File: config.mk
export PLATFORM = sky130hd
export DESIGN_NAME = reg_scoreboard
export DESIGN_NICKNAME = d
export VERILOG_FILES = /design/src/rtl/sb_pkg.sv /design/src/rtl/sb_counter.sv /design/src/rtl/reg_scoreboard.sv
export SDC_FILE = /design/constraint.sdc
export NUM_CORES = 1
export LEC_CHECK = 0
export ABC_AREA = 1
export CORE_MARGIN = 2
export CORE_UTILIZATION = 45
export CTS_CLUSTER_DIAMETER = 200
export DETAILED_ROUTE_END_ITERATION = 8
export PLACE_DENSITY = 0.65
export SETUP_SLACK_MARGIN = 0.15
export SYNTH_ARGS = -nofsm -noshare
export SYNTH_HDL_FRONTEND = slang
export SYNTH_SLANG_ARGS = --single-unit
File: constraint.sdc
create_clock -name clk -period 2.8 [get_ports clk]
set_input_delay 0.28 -clock clk [delete_from_list [all_inputs] [get_ports clk]]
set_output_delay 0.28 -clock clk [all_outputs]
set_load 0.01 [all_outputs]
File: src/rtl/sb_pkg.sv
// Register scoreboard package: default geometry, address/counter types
// and the per-register counter ceiling. Optional feature macro used by the
// scoreboard: SB_RETIRE_BYPASS_EN.
package sb_pkg;

  localparam int NREG  = 32;
  localparam int AW    = 5;
  localparam int CNT_W = 2;
  localparam int NRD   = 2;
  localparam int TOT_W = 4;

  typedef logic [AW-1:0]    reg_addr_t;
  typedef logic [CNT_W-1:0] cnt_t;

  // Maximum in-flight writers one register can track.
  localparam cnt_t CNT_MAX = '1;

endpackage

File: src/rtl/sb_counter.sv
// One saturating up/down pending-write counter. clr wins over inc/dec;
// inc together with dec leaves the count unchanged.
module sb_counter #(
  parameter int W = 2
) (
  input  logic         clk,
  input  logic         reset,
  input  logic         inc,
  input  logic         dec,
  input  logic         clr,
  output logic [W-1:0] cnt,
  output logic         zero,
  output logic         full
);

  assign zero = (cnt == '0);
  assign full = (cnt == '1);

  // Count state: clear, else step up or down, never wrapping.
  always_ff @(posedge clk or posedge reset) begin
    if (reset)                       cnt <= '0;
    else if (clr)                    cnt <= '0;
    else if (inc && !dec && !full)   cnt <= cnt + 1'b1;
    else if (dec && !inc && !zero)   cnt <= cnt - 1'b1;
  end

endmodule

File: src/rtl/reg_scoreboard.sv
// Register scoreboard beside decode: one pending-write counter per
// architectural register (r0 untracked), RAW/overflow stall generation
// for issue, and a saturating total of in-flight writes.
// Optional: SB_RETIRE_BYPASS_EN lets a retire in the current cycle clear
// a last pending write for rd_busy and free a slot for the full check.
module reg_scoreboard
  import sb_pkg::*;
#(
  parameter int NREG  = sb_pkg::NREG,
  parameter int AW    = sb_pkg::AW,
  parameter int CNT_W = sb_pkg::CNT_W,
  parameter int NRD   = sb_pkg::NRD,
  parameter int TOT_W = sb_pkg::TOT_W
) (
  input  logic              clk,
  input  logic              reset,
  input  logic              issue_valid,
  input  logic              issue_we,
  input  logic [AW-1:0]     issue_dest,
  input  logic [NRD-1:0]    rd_en,
  input  logic [NRD*AW-1:0] rd_addr,
  output logic              issue_ready,
  output logic [NRD-1:0]    rd_busy,
  input  logic              retire_valid,
  input  logic              retire_we,
  input  logic [AW-1:0]     retire_dest,
  input  logic              flush,
  output logic [TOT_W-1:0]  inflight_total,
  output logic              busy_any
);

  logic [NREG-1:0][CNT_W-1:0] cnt;
  logic [NREG-1:0]            zero, full, nz;
  logic [NREG-1:0]            dest_oh, ret_oh;
  logic                       ret_act, issue_full, inc_any, dec_any;

  // One-hot register decode; bit 0 stays low so r0 never matches.
  function automatic logic [NREG-1:0] dec1h(input logic [AW-1:0] a);
    logic [NREG-1:0] o;
    o = '0;
    for (int r = 1; r < NREG; r++) o[r] = (a == AW'(r));
    return o;
  endfunction

  assign cnt[0]  = '0;
  assign zero[0] = 1'b1;
  assign full[0] = 1'b0;

  assign dest_oh = dec1h(issue_dest);
  assign ret_oh  = dec1h(retire_dest);
  assign ret_act = retire_valid && retire_we;

  genvar r;
  generate
    for (r = 1; r < NREG; r++) begin : g_cnt
      sb_counter #(.W(CNT_W)) u_cnt (
        .clk   (clk),
        .reset (reset),
        .inc   (inc_any && dest_oh[r]),
        .dec   (ret_act && ret_oh[r]),
        .clr   (flush),
        .cnt   (cnt[r]),
        .zero  (zero[r]),
        .full  (full[r])
      );
    end
    for (r = 0; r < NREG; r++) begin : g_nz
      assign nz[r] = (cnt[r] != '0);
    end
  endgenerate

`ifdef SB_RETIRE_BYPASS_EN
  logic [NREG-1:0] one;
  generate
    for (r = 0; r < NREG; r++) begin : g_one
      assign one[r] = (cnt[r] == CNT_W'(1));
    end
  endgenerate

  // Full destination blocks issue unless a retire to it frees a slot now.
  assign issue_full = issue_we && |(full & dest_oh) &&
                      !(ret_act && (retire_dest == issue_dest));

  // Per-port RAW check; a retire draining the last writer bypasses it.
  always_comb begin
    logic [NREG-1:0] a_oh;
    rd_busy = '0;
    for (int i = 0; i < NRD; i++) begin
      a_oh       = dec1h(rd_addr[i*AW +: AW]);
      rd_busy[i] = rd_en[i] && |(nz & a_oh) &&
                   !(ret_act && |(one & a_oh & ret_oh));
    end
  end
`else
  // Full destination blocks issue until a retire has been registered.
  assign issue_full = issue_we && |(full & dest_oh);

  // Per-port RAW check against registered counters only.
  always_comb begin
    logic [NREG-1:0] a_oh;
    rd_busy = '0;
    for (int i = 0; i < NRD; i++) begin
      a_oh       = dec1h(rd_addr[i*AW +: AW]);
      rd_busy[i] = rd_en[i] && |(nz & a_oh);
    end
  end
`endif

  assign issue_ready = !(|rd_busy) && !issue_full;
  assign inc_any     = issue_valid && issue_ready && issue_we && |dest_oh;
  assign dec_any     = ret_act && |(~zero & ret_oh);
  assign busy_any    = (inflight_total != '0);

  // Total in-flight writes, stepped by the same terms as the counters.
  always_ff @(posedge clk or posedge reset) begin
    if (reset)                                        inflight_total <= '0;
    else if (flush)                                   inflight_total <= '0;
    else if (inc_any && !dec_any && inflight_total != '1)
      inflight_total <= inflight_total + 1'b1;
    else if (dec_any && !inc_any && inflight_total != '0)
      inflight_total <= inflight_total - 1'b1;
  end

endmodule

==> summary.md, run 1 <==
| Metric | Value |
|---|---|
| GR Util All Layers | `approximately a third` |
| Clock Root Buffer | `clkbuf_16` |
| CTS tree | `built` |
| Total number of vias | `around 8,900` |
| DR pass1 iterations | `5` |
| Critical path's slowest cell | `dfrtp_1` |
| Core Region | `~15,000 um2` |
| Tightest Pin Transition | `approximately 0.70 ns` |
| Layout cells sized above 1 | `22.4%` |
| Slew Limit Headroom | `between 50 and 60%` |
| Commonest register cell after synthesis | `dfrtp_1` |
| CP Capture Type | `register` |
| Clk Latency, worst-skew pair | `0.35 ns` |
| Mapped cell area | `6790 um2` |
| Clock-pin slew on the worst setup and hold paths | `roughly 0.060 ns` |
| Gr ovfl total | `0` |
| IO buf count | `36` |
| Number of synthesized register bits | `66` |
| Final Power | `about 3.2 mW` |
| # DRC | `0` |
| Critical path type | `reg -> reg` |
| Final min period | `approximately 2.7 ns` |
| Initial antenna violation count | `0` |
| Outcome | `completed` |
| Critical Path RT | `3.05 ns` |
| Final #Nets | `around 1,400` |
| Class of the worst hold path | `in -> async` |
| Clock buffer depth | `2` |
| Hold_ws | `0.351 ns` |
| ANT nets after route | `0` |
| Final core utilization | `between 60% and 70%` |
| Critical-path cell list | `nor2_4 > inv_2 > nand2_1 > nand2_2 > nor3_2 > nand4_1 > nand2_2 > buf_6 > nand3_4 > nor2_4 > nand3_4 > ha_4 > nand3_1 > nand2_1 > xor2_1 > inv_1 > nand2_1 > nand2_1 > nand2_1 > nand2_1` |
| H-tree Lvls | `3` |
| Sinks on Clock Net | `66` |
| Routed met2 length | `approximately 12 mm` |
| Hold Buf Count CTS | `0` |
| Hpwl dp | `19.2 mm` |
| Final hold violation count | `0` |
| Unrepaired setup endpoints after global routing | `true` |
| Die X-Extent | `around 130 um` |
| Met1 WL | `roughly 11 mm` |
| Die Span Y | `about 130 um` |
| CP dominant cell by count | `nand2_1` |
| Max Used Layer | `met4` |
| FMAX | `around 370 MHz` |
| GP Congestion | `1.02` |
| Total CTS buffers | `9` |
| Row count | `between 40 and 50` |
| Largest net degree at the start of global routing | `63` |
| Netlist cell types | `31` |
| Clock skew | `about 0.0075 ns` |
| Period Utilization, post-route | `a little over nine tenths` |
| Compound-Gate Fraction of Synth Area | `under 10%` |
| PwrDens | `around 350 nW/um2` |
| Register area share after synthesis | `24.3%` |
| Synth Area in Adders | `less than 1%` |
| First-pass GRT wire length | `a little over 40 mm` |
| WP data arrival | `2.95 ns` |
| Syn_area_per_cell | `approximately 5.5 um2` |
| Leading area contributor after synthesis | `dfrtp_1` |
| Diode count | `0` |
| Post-synthesis mux area share | `0%` |
| Worst setup SP type | `register` |
| Routed WL | `approximately 26 mm` |
| Met3 wire length | `roughly 2.4 mm` |
| Synth cell count leaders | `nand2_1 (381), nor2_1 (180), nand3_1 (147), inv_1 (146), nand4_1 (116)` |
| Most area-consuming cells after synthesis | `dfrtp_1 (24%), nand2_1 (21%), nand3_1 (11%)` |
| Post-synth ARST share | `100%` |
| P&R area growth vs syn | `37.7%` |
| Worst vdd rail ir drop | `0.000304 V` |
| Leakage power | `roughly 5.0 nW` |
| Setup crit start | `g_cnt[20].u_cnt.cnt[1]$_DFFE_PP0P_` |
| Via-to-Cell Ratio | `about 5.6` |
| Die footprint | `16,100 um2` |
| Initial DRC count | `between 800 and 900` |
| XOR/XNOR Fraction of Synth Area | `0.258%` |
| Synth Instances | `~1,200` |
| Fin Setup TNS | `0 ns` |
| CP max stage delay | `roughly 0.41 ns` |
| Initial core utilization | `about 46%` |
| Via count of the first global-routing pass | `about 8,000` |
| Max-cap violations | `0` |
| Slew Viols, Final | `0` |
| Synth Net Count | `about 1,300` |
| DR WL/cell | `roughly 16 um` |
| Synth Warn # | `0` |
| Num ports | `37` |
| Post-synth EDFFs | `0` |
| Critical register-to-register path startpoint | `g_cnt[20].u_cnt.cnt[1]$_DFFE_PP0P_` |
| # setup viols final | `0` |
| Main combinational cell family by area after synthesis | `simple AND/OR/NAND/NOR gates` |
| Delay-heaviest family, CP | `simple AND/OR/NAND/NOR gates` |
| WP buf/inv | `3` |
| Count leader, synth | `nand2_1` |
| Yosys top cell area share | `around a quarter` |
| Crit path max fanout | `3` |
| Post-Synth Simple-Gate Area | `a little under three fifths` |
cell usage in the layout, fill, tap and decap left out, types with 10 or more instances in the layout:
master | netlist | routed
nand2_1 | 381 | 354
buf_4 | 2 | 167
nor2_1 | 180 | 147
nand3_1 | 147 | 142
inv_1 | 146 | 134
nand4_1 | 116 | 116
dfrtp_1 | 66 | 64
a21oi_1 | 33 | 31
nand2_2 | 2 | 28
nor2_2 | 2 | 26
o21ai_0 | 27 | 26
o21ai_1 | 22 | 23
or2_4 | 0 | 19
nor3_1 | 17 | 15
inv_2 | 4 | 14
clkdlybuf4s50_1 | 0 | 14
nor2_4 | 3 | 12
clkbuf_16 | 0 | 11
dlygate4sd2_1 | 0 | 10
dlymetal6s2s_1 | 0 | 10
where the power goes:
group          switching, mW  internal, mW
clock                  0.463         0.642
sequential            0.0440          1.00
combinational          0.622         0.461
total                   1.13          2.10
repair_timing:
item	CTS	global route
gates cloned	0	3
endpoints found under the hold margin	0	0
endpoints found under the setup margin	54	67
pin swaps	12	31
resized for setup	62	88
buffers inserted	7	18
routing by layer:
metal	global-route usage [%]	vias to the layer above
li1	-	4396
met1	42.7	4085
met2	50.3	404
met3	5.74	63
met4	12.0	0
met5	0	-
kinds of logic (layout without fill, tap and decap cells):
kind of cell,after synthesis,after routing
fa+ha+maj,3,3
flops,66,66
xor+xnor,2,2
simple gates,873,873
compound gates,88,88
buf+inv,193,385
area by class of cell:
cell class | count | area, um2
Clock inverter | 2 | 12.5
Fill cell | 1439 | 5290
Inverter | 150 | 569
Timing Repair Buffer | 219 | 1900
Timing Repair inverter | 1 | 7.51
Sequential cell | 66 | 1650
Clock buffer | 13 | 260
Tap cell | 184 | 230
Multi-Input combinational cell | 966 | 4720
worst paths after layout:
kind / end / slack [ns] / depth (start not counted)
max: inflight_total[3]$_DFFE_PP0P_ / 0.09 / 20
min: g_cnt[20].u_cnt.cnt[0]$_DFFE_PP0P_ / 0.35 / 2
max reg2reg: inflight_total[3]$_DFFE_PP0P_ / 0.09 / 20
min reg2reg: g_cnt[5].u_cnt.cnt[1]$_DFFE_PP0P_ / 0.56 / 2
max in group asynchronous: g_cnt[26].u_cnt.cnt[0]$_DFFE_PP0P_ / 1.78 / 3
min in group clk: g_cnt[21].u_cnt.cnt[1]$_DFFE_PP0P_ / 0.53 / 4
state kept, by name, indices dropped and copies added, names as in the netlist:
name             cells
inflight_total       4
g_cnt.u_cnt.cnt     62
stage by stage:
stage | cell area (um2) | cells | worst slack [ns]
floorplan | 6820 | 1225 | 0.177
global placement | 8460 | 1558 | -0.386
detailed placement | 8460 | 1558 | -0.367
CTS | 8910 | 1580 | 0.150
global route | 9360 | 1601 | -0.0405
finish | 9360 | 1601 | 0.0939
Power figures use the tool's default switching activity.
==> inputs of run 2 (changes only) <==
--- a/config.mk
+++ b/config.mk
@@ -10,6 +10,7 @@
 export CORE_UTILIZATION = 45
 export CTS_CLUSTER_DIAMETER = 200
 export DETAILED_ROUTE_END_ITERATION = 8
+export MAX_ROUTING_LAYER = met4
 export PLACE_DENSITY = 0.65
 export SETUP_SLACK_MARGIN = 0.15
 export SYNTH_ARGS = -nofsm -noshare
==> summary.md, run 2 (synthesized netlist as in run 1, its figures left out) <==
| Metric | Value |
|---|---|
| Hold Buf Count CTS | `0 (unchanged)` |
| PwrDens | `350 nW/um2 (was 345 nW/um2)` |
| Final #Nets | `1,445 (unchanged)` |
| Clock Root Buffer | `clkbuf_16 (unchanged)` |
| Clock buffer depth | `2 (unchanged)` |
| DR pass1 iterations | `6 (was 5)` |
| GR Util All Layers | `32.8% (was 31.5%)` |
| Class of the worst hold path | `in -> async (unchanged)` |
| Fin Setup TNS | `0 ns (unchanged)` |
| GP Congestion | `1.04 (was 1.02)` |
| P&R area growth vs syn | `38.8% (was 37.7%)` |
| Num ports | `37 (unchanged)` |
| Via-to-Cell Ratio | `5.49 (was 5.59)` |
| Regs by FF count | `g_cnt.u_cnt.cnt x62, inflight_total x4 (unchanged)` |
| Critical register-to-register path startpoint | `g_cnt[11].u_cnt.cnt[1]$_DFFE_PP0P_ (was g_cnt[20].u_cnt.cnt[1]$_DFFE_PP0P_)` |
| Pint | `2.21 mW (was 2.10 mW)` |
| Final core utilization | `64.4% (was 63.9%)` |
| Clk Latency, worst-skew pair | `0.34 ns (was 0.35 ns)` |
| Routed WL | `26.0 mm (about the same)` |
| Largest net degree at the start of global routing | `63 (unchanged)` |
| Switching part of the total | `33.2% (was 34.9%)` |
| WP data arrival | `2.90 ns (was 2.95 ns)` |
| DR WL/cell | `16.3 um (was 16.2 um)` |
| Comb power frac | `32.2% (was 33.5%)` |
| Critical path type | `reg -> reg (unchanged)` |
| Die X-Extent | `127 um (unchanged)` |
| Leakage power | `5.08 nW (was 5.04 nW)` |
| ANT nets after route | `0 (unchanged)` |
| CTS tree | `built (unchanged)` |
| Via count of the first global-routing pass | `7,891 (was 7,923)` |
| Die Span Y | `127 um (unchanged)` |
| Initial antenna violation count | `1 (was 0)` |
| Sinks on Clock Net | `66 (unchanged)` |
| Final hold violation count | `0 (unchanged)` |
| Most frequent cells in the layout | `nand2_1 (347), buf_4 (168), nor2_1 (144) (was nand2_1 (354), buf_4 (167), nor2_1 (147))` |
| First-pass GRT wire length | `40.5 mm (was 40.3 mm)` |
| Worst setup SP type | `register (unchanged)` |
| H-tree Lvls | `3 (unchanged)` |
| # DRC | `0 (unchanged)` |
| Largest reg by FF count | `g_cnt.u_cnt.cnt (unchanged)` |
| Clock share of power | `36.1% (was 34.2%)` |
| Crit path max fanout | `4 (was 3)` |
| Final Power | `3.30 mW (was 3.23 mW)` |
| Slew Limit Headroom | `52.0% (was 53.6%)` |
| Slew Viols, Final | `0 (unchanged)` |
| Total number of vias | `8,801 (was 8,948)` |
| Net switching power | `1.10 mW (was 1.13 mW)` |
| Delay-heaviest family, CP | `simple AND/OR/NAND/NOR gates (unchanged)` |
| Initial core utilization | `46.4% (unchanged)` |
| Total CTS buffers | `9 (unchanged)` |
| Sequential fraction of design power | `31.7% (was 32.3%)` |
| CP dominant cell by count | `nand2_1 (unchanged)` |
| Core Region | `14,600 um2 (unchanged)` |
| Clock skew | `0.00566 ns (was 0.00754 ns)` |
| Max-cap violations | `0 (unchanged)` |
| Most common cell after layout, fill and taps aside | `nand2_1 (unchanged)` |
| Outcome | `completed (unchanged)` |
| CP max stage delay | `0.39 ns (was 0.41 ns)` |
| CP Capture Type | `register (unchanged)` |
| Worst reg2reg endpoint | `inflight_total[3]$_DFFE_PP0P_ (unchanged)` |
| # setup viols final | `0 (unchanged)` |
| Period Utilization, post-route | `95.0% (was 96.6%)` |
| Placement Setup Slack | `-0.386 ns (was -0.367 ns)` |
| Worst vdd rail ir drop | `0.000338 V (was 0.000304 V)` |
| Layout cells sized above 1 | `23.2% (was 22.4%)` |
| Gr ovfl total | `0 (unchanged)` |
| Tightest Pin Transition | `0.718 ns (was 0.696 ns)` |
| Unrepaired setup endpoints after global routing | `true (unchanged)` |
| Flop2flop setup slack | `0.14 ns (was 0.09 ns)` |
| Worst-case reg-to-reg path depth | `20 (unchanged)` |
| Worst setup margin | `0.139 ns (was 0.0939 ns)` |
| Die footprint | `16,100 um2 (unchanged)` |
| IO buf count | `36 (unchanged)` |
| Clock-pin slew on the worst setup and hold paths | `0.06 ns (about the same)` |
| Hpwl dp | `19.6 mm (was 19.2 mm)` |
| Row count | `44 (unchanged)` |
| WP buf/inv | `1 (was 3)` |
| FMAX | `376 MHz (was 370 MHz)` |
| Critical Path RT | `3.04 ns (was 3.05 ns)` |
| Critical-path cell list | `or2_4 > nand3_1 > nand2_1 > nor2_2 > nand2_1 > nor2_1 > nand2_1 > nand2_2 > nand3_2 > nor2_4 > nand3_4 > ha_4 > a21oi_4 > nand2_2 > xor2_2 > inv_1 > nand2_1 > nand2_1 > nand2_1 > nand2_1 (was nor2_4 > inv_2 > nand2_1 > nand2_2 > nor3_2 > nand4_1 > nand2_2 > buf_6 > nand3_4 > nor2_4 > nand3_4 > ha_4 > nand3_1 > nand2_1 > xor2_1 > inv_1 > nand2_1 > nand2_1 > nand2_1 > nand2_1)` |
| Final min period | `2.66 ns (was 2.71 ns)` |
| Critical path's slowest cell | `dfrtp_1 (unchanged)` |
| Initial DRC count | `1,016 (was 876)` |
| Max FFs per register | `62 (unchanged)` |
==> run 2: cell count changes in the layout (fill, tap and decap cells not counted), moves of 3 or more <==
cell            before  now
nor2_1             147  144
nand3_2              4    7
dlygate4sd2_1       10    6
buf_12               4    8
nand2_1            354  347
nor2_4              12   15
nand2_2             28   35
dlymetal6s2s_1      10   13
==> run 2: area by class of cell <==
class                   instances  area (um2)
fillers                      1402        5210
multi-input cells             966        4770
repair buffers                219        1890
flip-flops and latches         66        1650
inverters                     150         569
clock buffers                  13         270
well taps                     184         230
clock inverters                 2        35.0
repair inverters                1        7.51
diodes                          1        2.50
==> run 2: timing repair <==
item	in CTS	in global routing
gates cloned	0	2
resized for setup	52	111
pin swaps	1	34
buffers inserted	2	8
endpoints found under the setup margin	46	68
==> run 2: worst max-delay path by stage <==
stage                                        from                       endpoint  cells after the start  slack (ns)
3_5_place_dp                        issue_dest[1]  inflight_total[3]$_DFFE_PP0P_                     24       -0.39
2_1_floorplan  g_cnt[14].u_cnt.cnt[1]$_DFFE_PP0P_  inflight_total[3]$_DFFE_PP0P_                     20        0.18
5_1_grt        g_cnt[21].u_cnt.cnt[0]$_DFFE_PP0P_  inflight_total[3]$_DFFE_PP0P_                     20       -0.05
4_1_cts                                rd_addr[0]                    issue_ready                     14        0.12
3_3_place_gp                        issue_dest[3]  inflight_total[3]$_DFFE_PP0P_                     23       -0.40
6_report       g_cnt[11].u_cnt.cnt[1]$_DFFE_PP0P_  inflight_total[3]$_DFFE_PP0P_                     20        0.14
==> run 2: per-stage QoR <==
step | hold slack [ns] | instance area [um2] | instances
after floorplan | 0.510 | 6820 | 1225
after global placement | 0.531 | 8580 | 1574
after detailed placement | 0.537 | 8580 | 1574
after CTS | 0.412 | 9010 | 1591
after global routing | 0.451 | 9430 | 1602
final | 0.380 | 9430 | 1602
==> run 2: worst register-to-register path: stages, from the launching register on <==
cell and delay, ns:
dfrtp_1 0.39, or2_4 0.29, nand3_1 0.09, nand2_1 0.07, nor2_2 0.13, nand2_1 0.06
nor2_1 0.10, nand2_1 0.07, nand2_2 0.12, nand3_2 0.12, nor2_4 0.16, nand3_4 0.11
ha_4 0.27, a21oi_4 0.13, nand2_2 0.08, xor2_2 0.13, inv_1 0.05, nand2_1 0.05
nand2_1 0.04, nand2_1 0.06, nand2_1 0.04
==> run 2: power groups by stage <==
stage	Sequential (mW)	Clock, mW	Combinational [mW]
6_report	1.05	1.19	1.07
5_1_grt	1.06	1.25	1.16
4_1_cts	1.04	1.21	0.963
3_5_place_dp	1.06	0	0.933
3_3_place_gp	1.06	0	0.929
2_1_floorplan	1.06	0	0.489
==> run 2: per-layer routing <==
layer  track usage [%]  vias up  routed length (um)
met5                 -        -                   0
met4              11.1        0                 861
met3              6.75       60                2100
met2              50.9      334               12000
met1              42.8     4019               11100
li1                  -     4388                   -
==> inputs of run 3 (changes only) <==
--- a/config.mk
+++ b/config.mk
@@ -13,6 +13,8 @@
 export MAX_ROUTING_LAYER = met4
 export PLACE_DENSITY = 0.65
 export SETUP_SLACK_MARGIN = 0.15
+export SKIP_LAST_GASP = 1
+export SLEW_MARGIN = 20
 export SYNTH_ARGS = -nofsm -noshare
 export SYNTH_HDL_FRONTEND = slang
 export SYNTH_SLANG_ARGS = --single-unit
==> summary.md, run 3 (synthesized netlist as in run 1, its figures left out) <==
| Metric | Value |
|---|---|
| GR Util All Layers | `32.8% (unchanged)` |
| Critical path type | `reg -> reg (unchanged)` |
| Gr ovfl total | `0 (unchanged)` |
| Setup crit start | `g_cnt[11].u_cnt.cnt[0]$_DFFE_PP0P_ (was g_cnt[11].u_cnt.cnt[1]$_DFFE_PP0P_)` |
| M3 GR Usage | `6.75% (unchanged)` |
| Critical Path RT | `3.04 ns (about the same)` |
| Core Region | `14,600 um2 (unchanged)` |
| Period Utilization, post-route | `94.9% (was 95.0%)` |
| Outcome | `completed (unchanged)` |
| Flop2flop setup slack | `0.14 ns (about the same)` |
| Crit path max fanout | `4 (unchanged)` |
| Clock buffer depth | `2 (unchanged)` |
| Max-cap violations | `0 (unchanged)` |
| Leakage power | `5.07 nW (was 5.08 nW)` |
| P&R area growth vs syn | `38.5% (was 38.8%)` |
| Final hold violation count | `0 (unchanged)` |
| Clock-pin slew on the worst setup and hold paths | `0.06 ns (about the same)` |
| First-pass GRT wire length | `40.5 mm (unchanged)` |
| Most Crowded Layer GR | `met2 (unchanged)` |
| Met2 Usage GRT | `50.9% (unchanged)` |
| Final min period | `2.66 ns (about the same)` |
| DR pass1 iterations | `6 (unchanged)` |
| Worst vdd rail ir drop | `0.000336 V (was 0.000338 V)` |
| Slew Limit Headroom | `51.5% (was 52.0%)` |
| Most frequent cells in the layout | `nand2_1 (348), buf_4 (168), nor2_1 (144) (was nand2_1 (347), buf_4 (168), nor2_1 (144))` |
| # DRC | `0 (unchanged)` |
| Final core utilization | `64.3% (was 64.4%)` |
| CTS tree | `built (unchanged)` |
| Final #Nets | `1,445 (unchanged)` |
| DR WL/cell | `16.2 um (was 16.3 um)` |
| IO buf count | `36 (unchanged)` |
| WP data arrival | `2.89 ns (was 2.90 ns)` |
| Via-to-Cell Ratio | `5.47 (was 5.49)` |
| Via count of the first global-routing pass | `7,891 (unchanged)` |
| Total number of vias | `8,767 (was 8,801)` |
| Initial DRC count | `874 (was 1,016)` |
| Die footprint | `16,100 um2 (unchanged)` |
| Die Span Y | `127 um (unchanged)` |
| ANT nets after route | `0 (unchanged)` |
| Layout cells sized above 1 | `23.0% (was 23.2%)` |
| Hpwl dp | `19.6 mm (unchanged)` |
| Num ports | `37 (unchanged)` |
| Non-Filler Instances | `1,602 (unchanged)` |
| H-tree Lvls | `3 (unchanged)` |
| Placed insts | `1,574 (unchanged)` |
| Design Area, Final | `9410 um2 (was 9430 um2)` |
| Placed Area | `8580 um2 (unchanged)` |
| Sinks on Clock Net | `66 (unchanged)` |
| GP Congestion | `1.04 (unchanged)` |
| Hold Buf Count CTS | `0 (unchanged)` |
| Worst setup SP type | `register (unchanged)` |
| PwrDens | `351 nW/um2 (was 350 nW/um2)` |
| Largest reg by FF count | `g_cnt.u_cnt.cnt (unchanged)` |
| Clock Root Buffer | `clkbuf_16 (unchanged)` |
| Fill cells | `1,405 (was 1,402)` |
| Routed WL | `26.0 mm (about the same)` |
| Fin Setup TNS | `0 ns (unchanged)` |
| CP Capture Type | `register (unchanged)` |
| Max FFs per register | `62 (unchanged)` |
| # setup viols final | `0 (unchanged)` |
| GRT met1 Usage | `42.8% (unchanged)` |
| Most common cell after layout, fill and taps aside | `nand2_1 (unchanged)` |
| Initial antenna violation count | `1 (unchanged)` |
| Slew Viols, Final | `0 (unchanged)` |
| Clk Latency, worst-skew pair | `0.35 ns (was 0.34 ns)` |
| Total CTS buffers | `9 (unchanged)` |
| Regs by FF count | `g_cnt.u_cnt.cnt x62, inflight_total x4 (unchanged)` |
| Tightest Pin Transition | `0.727 ns (was 0.718 ns)` |
| FMAX | `376 MHz (about the same)` |
| Critical register-to-register path startpoint | `g_cnt[11].u_cnt.cnt[0]$_DFFE_PP0P_ (was g_cnt[11].u_cnt.cnt[1]$_DFFE_PP0P_)` |
| Initial core utilization | `46.4% (unchanged)` |
| Unrepaired setup endpoints after global routing | `true (unchanged)` |
| Class of the worst hold path | `in -> async (unchanged)` |
| Clock skew | `0.00640 ns (was 0.00566 ns)` |
| Row count | `44 (unchanged)` |
| Die X-Extent | `127 um (unchanged)` |
| Largest net degree at the start of global routing | `63 (unchanged)` |
run 3: metrics by stage:
stage | worst slack (ns) | hold WS [ns] | total power, mW
floorplan | 0.177 | 0.510 | 1.55
global placement | -0.398 | 0.531 | 1.98
detailed placement | -0.386 | 0.537 | 1.99
CTS | 0.125 | 0.412 | 3.22
global route | -0.0454 | 0.451 | 3.46
finish | 0.142 | 0.383 | 3.31
run 3: power by group:
group	switching [mW]	internal [mW]	total [mW]
clock network	0.441	0.757	1.20
registers	0.0459	1.00	1.05
logic	0.616	0.446	1.06
run 3: worst paths after layout:
path | end | depth (start not counted)
min reg2reg | g_cnt[12].u_cnt.cnt[1]$_DFFE_PP0P_ | 2
max reg2reg | inflight_total[3]$_DFFE_PP0P_ | 20
min in group clk | g_cnt[24].u_cnt.cnt[1]$_DFFE_PP0P_ | 4
max in group asynchronous | g_cnt[11].u_cnt.cnt[1]$_DFFE_PP0P_ | 3
min | inflight_total[0]$_DFFE_PP0P_ | 2
max | inflight_total[3]$_DFFE_PP0P_ | 20
run 3: cell type report:
| cell class | instances | area, um2 | area share [%] |
|---|---|---|---|
| repair buffers | 219 | 1880 | 20.0 |
| multi-input cells | 966 | 4760 | 50.6 |
| repair inverters | 1 | 7.51 | 0.0798 |
| flip-flops and latches | 66 | 1650 | 17.6 |
| inverters | 150 | 569 | 6.05 |
| clock inverters | 2 | 35.0 | 0.372 |
| diodes | 1 | 2.50 | 0.0266 |
| clock buffers | 13 | 270 | 2.87 |
| well taps | 184 | 230 | 2.45 |
run 3: what timing repair did:
item | in CTS | in global routing
pin swaps | 1 | 31
resized for setup | 52 | 107
gates cloned | 0 | 2
setup buffers | 2 | 8
setup endpoints to repair | 46 | 68
run 3: critical path, cell delays in order, from the launching register on:
cell     delay, ns
dfrtp_1       0.41
or2_4         0.27
nand3_1       0.08
nand2_1       0.07
nor2_2        0.12
nand2_1       0.06
nor2_1        0.10
nand2_1       0.07
nand2_2       0.13
nand3_2       0.12
nor2_4        0.16
nand3_4       0.11
ha_4          0.31
nand3_2       0.07
nand2_2       0.09
xor2_2        0.14
inv_1         0.05
nand2_1       0.05
nand2_1       0.04
nand2_1       0.05
nand2_1       0.04
run 3: routing by layer:
| layer | wire length [um] | vias to the layer above |
|---|---|---|
| li1 | - | 4392 |
| met1 | 11200 | 3981 |
| met2 | 11900 | 334 |
| met3 | 2100 | 60 |
| met4 | 858 | 0 |
| met5 | 0 | - |
